==> config.mk <==
export PLATFORM = sky130hd
export DESIGN_NAME = pbit_sampler
export DESIGN_NICKNAME = d
export VERILOG_FILES = /design/src/rtl/pbit_pkg.sv /design/src/rtl/pbit_window_counter.sv /design/src/rtl/pbit_sampler.sv
export SDC_FILE = /design/constraint.sdc
export NUM_CORES = 1
export LEC_CHECK = 0
export CAP_MARGIN = 20
export CORE_ASPECT_RATIO = 1.5
export CORE_MARGIN = 8
export CORE_UTILIZATION = 30
export DETAILED_ROUTE_END_ITERATION = 12
export PLACE_DENSITY = 0.47
export SLEW_MARGIN = 10
export SYNTH_ARGS = -nofsm -noshare
export SYNTH_HDL_FRONTEND = slang
export SYNTH_SLANG_ARGS = --single-unit
==> constraint.sdc <==
create_clock -name clk -period 3.6 [get_ports clk]
set_input_delay 1.08 -clock clk [delete_from_list [all_inputs] [get_ports clk]]
set_output_delay 1.08 -clock clk [all_outputs]
set_load 0.01 [all_outputs]
==> src/rtl/pbit_pkg.sv <==
// Shared constants and datapath types for the p-bit sampler.
package pbit_pkg;

    localparam int NOISE_W          = 16;
    localparam int SUM_W            = 18;
    localparam int X_MAX            = 32768;
    localparam int IW_DEFAULT       = 8;
    localparam int WIN_LOG2_DEFAULT = 8;

    // x needs one bit more than the noise so that +32768 is representable.
    localparam int X_W = NOISE_W + 1;

    typedef logic signed [X_W-1:0]     x_t;
    typedef logic signed [NOISE_W-1:0] noise_t;
    typedef logic signed [SUM_W-1:0]   sum_t;

endpackage

==> src/rtl/pbit_window_counter.sv <==
// Counts m=1 samples over fixed windows of 2^WIN_LOG2 valid samples.
module pbit_window_counter
    import pbit_pkg::*;
#(
    parameter int WIN_LOG2 = WIN_LOG2_DEFAULT
) (
    input  logic                clk,
    input  logic                reset,
    input  logic                clear,
    input  logic                sample_valid,
    input  logic                sample_bit,
    output logic [WIN_LOG2:0]   count_out,
    output logic                count_valid
);

    logic [WIN_LOG2-1:0] idx;
    logic [WIN_LOG2:0]   run;
    logic [WIN_LOG2:0]   run_next;
    logic                last;

    // run is one bit wider than idx so an all-ones window reaches 2^WIN_LOG2.
    assign run_next = run + {{WIN_LOG2{1'b0}}, sample_bit};
    assign last     = (idx == {WIN_LOG2{1'b1}});

    always_ff @(posedge clk or negedge reset) begin
        if (!reset) begin
            idx         <= '0;
            run         <= '0;
            count_out   <= '0;
            count_valid <= 1'b0;
        end else begin
            count_valid <= 1'b0;
            if (clear) begin
                idx <= '0;
                run <= '0;
            end else if (sample_valid) begin
                if (last) begin
                    count_out   <= run_next;
                    count_valid <= 1'b1;
                    idx         <= '0;
                    run         <= '0;
                end else begin
                    idx <= idx + WIN_LOG2'(1);
                    run <= run_next;
                end
            end
        end
    end

endmodule

==> src/rtl/pbit_sampler.sv <==
// Probabilistic bit: m = 1 with probability clamp((x+32768)/65536), x = i_in << beta.
module pbit_sampler
    import pbit_pkg::*;
#(
    parameter int IW       = IW_DEFAULT,
    parameter int WIN_LOG2 = WIN_LOG2_DEFAULT
) (
    input  logic                 clk,
    input  logic                 reset,
    input  logic                 clear,
    input  logic                 in_valid,
    input  logic signed [IW-1:0] i_in,
    input  logic [3:0]           beta,
    input  logic [31:0]          rnd,
    output logic                 m,
    output logic                 m_valid,
    output logic [WIN_LOG2:0]    count_out,
    output logic                 count_valid
);

    localparam int WIDE_W = IW + 16;
    localparam logic signed [WIDE_W-1:0] WIDE_HI = WIDE_W'(X_MAX);
    localparam logic signed [WIDE_W-1:0] WIDE_LO = -WIDE_HI;
    localparam x_t   X_HI     = x_t'(X_MAX);
    localparam x_t   X_LO     = -X_HI;
    localparam sum_t SUM_ZERO = '0;

    function automatic x_t sat_shift(input logic signed [IW-1:0] v, input logic [3:0] sh);
        logic signed [WIDE_W-1:0] wide;
        wide = {{16{v[IW-1]}}, v};
        wide = wide <<< sh;
        if (wide > WIDE_HI)
            return X_HI;
        else if (wide < WIDE_LO)
            return X_LO;
        else
            return x_t'(wide);
    endfunction

    function automatic logic decide(input x_t x, input noise_t n);
        sum_t sum;
        sum = sum_t'(x) + sum_t'(n);
        return (sum >= SUM_ZERO);
    endfunction

    x_t     x_p1;
    noise_t noise_p1;
    logic   vld_p1;
    logic   vld_p2;

    // Only the top half of the random word is used as noise.
    logic unused_rnd_lo;
    assign unused_rnd_lo = ^rnd[15:0];

    // Stage 1: scale and saturate the input current, capture the noise word
    always_ff @(posedge clk or negedge reset) begin
        if (!reset)
            vld_p1 <= 1'b0;
        else
            vld_p1 <= in_valid && !clear;
    end

    always_ff @(posedge clk) begin
        if (in_valid) begin
            x_p1     <= sat_shift(i_in, beta);
            noise_p1 <= noise_t'(rnd[31:16]);
        end
    end

    // Stage 2: threshold x + noise; m holds whenever no sample arrives
    always_ff @(posedge clk or negedge reset) begin
        if (!reset) begin
            vld_p2 <= 1'b0;
            m      <= 1'b0;
        end else begin
            vld_p2 <= vld_p1 && !clear;
            if (vld_p1 && !clear)
                m <= decide(x_p1, noise_p1);
        end
    end

    assign m_valid = vld_p2;

    pbit_window_counter #(
        .WIN_LOG2 (WIN_LOG2)
    ) u_window (
        .clk          (clk),
        .reset        (reset),
        .clear        (clear),
        .sample_valid (vld_p2),
        .sample_bit   (m),
        .count_out    (count_out),
        .count_valid  (count_valid)
    );

endmodule
==> reports/results.txt <==
Cell-by-cell trace of the critical path: clkdlybuf4s50_1 -> mux2_4 -> a2111oi_2 -> a221oi_1 -> nand3b_4 -> o311a_4 -> a221oi_2
DRC: 0
Final core utilization: 0.3885
Power Density: 459.7 nW/µm²
Synth unique cells: 52
Proportion of power drawn by flip-flops and latches: 0.400
Ratio of routed vias to standard cells: 4.881
Number of rows in the core area: 48
Clock buffer count from CTS: 9
Die span in x: 104.1 µm
Number of warnings printed during yosys synthesis: 0
Clock insertion delay at the later pin of the skew report: 0.32 ns
Shortest period the worst path allows: 3.096 ns
Critical Path Max Stage Delay: 0.60 ns
Master of the slowest instance on the critical path: sky130_fd_sc_hd__clkdlybuf4s50_1
Final setup skew: 0.005292 ns
Setup Total Neg Slack: 0 ns
Synthesized area per cell: 10.69 µm²
Sw Pwr: 0.4526 mW
Outcome: finished, final reports clean
Crit path buffers/inverters: 1
Internal power component: 1.596 mW
Clock tree from TritonCTS: done
Maximum number of pins on one net before global-route repair: 35
Top fanout value on the critical path: 6
Number of synthesized register bits: 63
Detailed-route via count: 2587
Routability cong.: 0.8238
Global-route wire length before repair: 13.34 mm
Share of cells above drive strength 1: 0.1079
Buffers on Ports: 43
Static power due to leakage: 1.844 nW
Maximum vdd ir drop: 0.2240 mV
Endpoint type of the worst setup path: flip-flop
Post-cts hold buffer count: 0
Setup repair after global routing missed its margin: no
Num Clock Sinks: 63
Number of global-route vias before repair: 2705
Total global-route track usage: 0.1061
Class of the tightest hold or removal check: flip-flop to flip-flop
Setup repair bufs after CTS: 0
Wirelength, routed: 7.832 mm
Clk pwr share: 0.476
Maximum level of the CTS H-tree: 3
Required time at the endpoint of the critical path: 3.74 ns
Post-synth top flop: sky130_fd_sc_hd__edfxtp_1
Number of synthesized flops with an enable pin: 33
Antenna viol nets, final: 0
Detailed-placement wirelength estimate: 5.891 mm
Number of buffers on the longest clock path: 2
Sort of element at the start of the critical path: primary input
Total nets after synthesis: 395
Post-cts resize count: 0
Max transition margin: 0.5103
Post-synthesis to final-layout area growth: 27.49%
Cell type group with the largest total delay on the critical path: compound AO/OA/AOI/OAI gates
Area of the die: 15430 µm²
Overall overflow remaining after global route: 0
Total inserted antenna cells: 0
Max Cap Viol: 0
Std-Cell Core Area: 11470 µm²
Die Span Y: 148.2 µm
Number of failing setup endpoints in the final timing report: 0
CTS root buffer: sky130_fd_sc_hd__clkbuf_16
Router iterations before antenna repair: 6
Final-stage net count: 443
Worst setup path category: primary input to flip-flop
Gate Count Post-Synth: 327
Initial antenna violation count: 0
Share of the clock period used by the worst path after layout: 0.8599
Wire per inst: 14.78 µm
Pin slew with the least headroom to its limit: 0.7322 ns
Power share of the combinational group: 0.124
Initial Utilization: 0.3048
Sequential fraction of the synthesis area: 0.4982
Starting DRT DRC Count: 125
Cell area after technology mapping: 3496 µm²
Fraction of synthesis flops using an asynchronous set or reset pin: 0.4762
Ports: 60
Highest Clock Rate: 0.3230 GHz
CTS clk-pin slew, worst paths: 0.06 ns
Share of total power consumed by net switching: 0.2209
Final Hold Vio Count: 0
Final Max Slew Viols: 0
Data arrival time of the critical path: 3.24 ns
routing by layer:
metal,share of wire,GRT usage,up-vias
met5,0,0,-
met4,0.025,0.05818,0
met3,0.029,0.02425,13
met2,0.54,0.1961,38
met1,0.41,0.1081,1242
li1,-,-,1294
metrics by stage:
step / instance area (µm²) / worst slack (ns) / power [mW] / hold WS, ns / std cells
3_3_place_gp: 4119 / 0.2418 / 1.088 / 0.4919 / 514
4_1_cts: 4457 / 0.5331 / 2.077 / 0.5075 / 530
6_report: 4457 / 0.5043 / 2.049 / 0.5009 / 530
2_1_floorplan: 3496 / 0.9008 / 0.9780 / 0.4601 / 327
5_1_grt: 4457 / 0.4627 / 2.139 / 0.5230 / 530
3_5_place_dp: 4119 / 0.1944 / 1.090 / 0.4979 / 514
synth_stat cells (6+ instances only):
cell type	instances	area, µm²
sky130_fd_sc_hd__dfrtp_1	30	750.7
sky130_fd_sc_hd__o21ai_0	18	90.09
sky130_fd_sc_hd__mux2i_1	10	100.1
sky130_fd_sc_hd__a21oi_1	24	120.1
sky130_fd_sc_hd__xor2_1	8	70.07
sky130_fd_sc_hd__nor2_1	39	146.4
sky130_fd_sc_hd__clkbuf_1	11	41.29
sky130_fd_sc_hd__edfxtp_1	33	991.0
sky130_fd_sc_hd__nand3_1	9	45.04
sky130_fd_sc_hd__nand2_1	28	105.1
sky130_fd_sc_hd__a21o_1	10	75.07
sky130_fd_sc_hd__ha_1	20	250.2
sky130_fd_sc_hd__nor2b_1	6	37.54
state kept, by name, summed over array words and instances (netlist names):
| register | count |
|---|---|
| u_window.count_out | 9 |
| u_window.idx | 8 |
| u_window.count_valid | 1 |
| noise_p1 | 16 |
| vld_p1 | 1 |
| m | 1 |
| x_p1 | 17 |
| u_window.run | 9 |
| m_valid | 1 |
final timing paths:
path / from / endpoint / slack [ns] / depth (start not counted)
setup / recovery: beta[1] / x_p1[11]$_SDFFCE_PP0P_ / 0.50 / 7
hold / removal: u_window.run[8]$_DFFE_PN0P_ / u_window.run[8]$_DFFE_PN0P_ / 0.50 / 1
setup reg to reg: m$_DFFE_PN0P_ / u_window.run[8]$_DFFE_PN0P_ / 1.77 / 8
hold reg to reg: u_window.run[8]$_DFFE_PN0P_ / u_window.run[8]$_DFFE_PN0P_ / 0.50 / 1
max in group asynchronous: reset / u_window.run[7]$_DFFE_PN0P_ / 2.16 / 2
min in group asynchronous: reset / u_window.idx[2]$_DFFE_PN0P_ / 1.15 / 2
cells in the final DEF (no fill, tap or decap), types with 4 or more instances in the layout:
cell / synthesis / routed
sky130_fd_sc_hd__buf_4: 0 / 13
sky130_fd_sc_hd__nand4_1: 5 / 5
sky130_fd_sc_hd__mux2i_1: 10 / 10
sky130_fd_sc_hd__ha_1: 20 / 20
sky130_fd_sc_hd__nand2_1: 28 / 28
sky130_fd_sc_hd__mux2_2: 4 / 4
sky130_fd_sc_hd__a21o_1: 10 / 10
sky130_fd_sc_hd__clkdlybuf4s50_1: 0 / 43
sky130_fd_sc_hd__o31ai_1: 4 / 4
sky130_fd_sc_hd__dfrtp_1: 30 / 30
sky130_fd_sc_hd__nor2_1: 39 / 39
sky130_fd_sc_hd__nor2b_1: 6 / 6
sky130_fd_sc_hd__clkbuf_16: 0 / 9
sky130_fd_sc_hd__o21ai_0: 18 / 18
sky130_fd_sc_hd__edfxtp_1: 33 / 33
sky130_fd_sc_hd__nand3_1: 9 / 9
sky130_fd_sc_hd__xor2_1: 8 / 8
sky130_fd_sc_hd__inv_1: 4 / 4
sky130_fd_sc_hd__a21oi_1: 24 / 24
sky130_fd_sc_hd__nor3_1: 4 / 4
sky130_fd_sc_hd__nand2b_1: 5 / 5
cell type report:
cell class	instances	area, µm²
timing repair buffer	56	528.0
tap	150	187.7
clock buffer	10	229.0
sequential	63	1742
inverter	5	18.77
fill	1138	7014
clock inverter	6	108.9
multi-input combinational	240	1643
worst register-to-register path: stages, from the launching register on:
cell and delay [ns]:
sky130_fd_sc_hd__dfrtp_1 0.38, sky130_fd_sc_hd__ha_1 0.19, sky130_fd_sc_hd__ha_1 0.27, sky130_fd_sc_hd__nand3_1 0.10, sky130_fd_sc_hd__nor2_1 0.25, sky130_fd_sc_hd__nand3_1 0.19, sky130_fd_sc_hd__a21o_1 0.21, sky130_fd_sc_hd__nand2_1 0.06
sky130_fd_sc_hd__o31ai_1 0.06
power by group through the flow:
stage               Combinational [mW]  Clock [mW]  Sequential [mW]
floorplan                        0.149           0            0.829
CTS                              0.258       0.999            0.820
finish                           0.254       0.976            0.819
detailed placement               0.257           0            0.833
global placement                 0.255           0            0.833
global route                     0.285        1.03            0.823
cell families after synthesis:
family / synth area share
AND/OR/NAND/NOR: 0.1568
AO/OA/AOI/OAI: 0.1553
flip-flops: 0.4982
buffers and inverters: 0.03185
adder cells (fa/ha/maj): 0.07158
multiplexers: 0.05870
XOR/XNOR: 0.02756
Note: power is estimated with default switching activity, not from simulation.
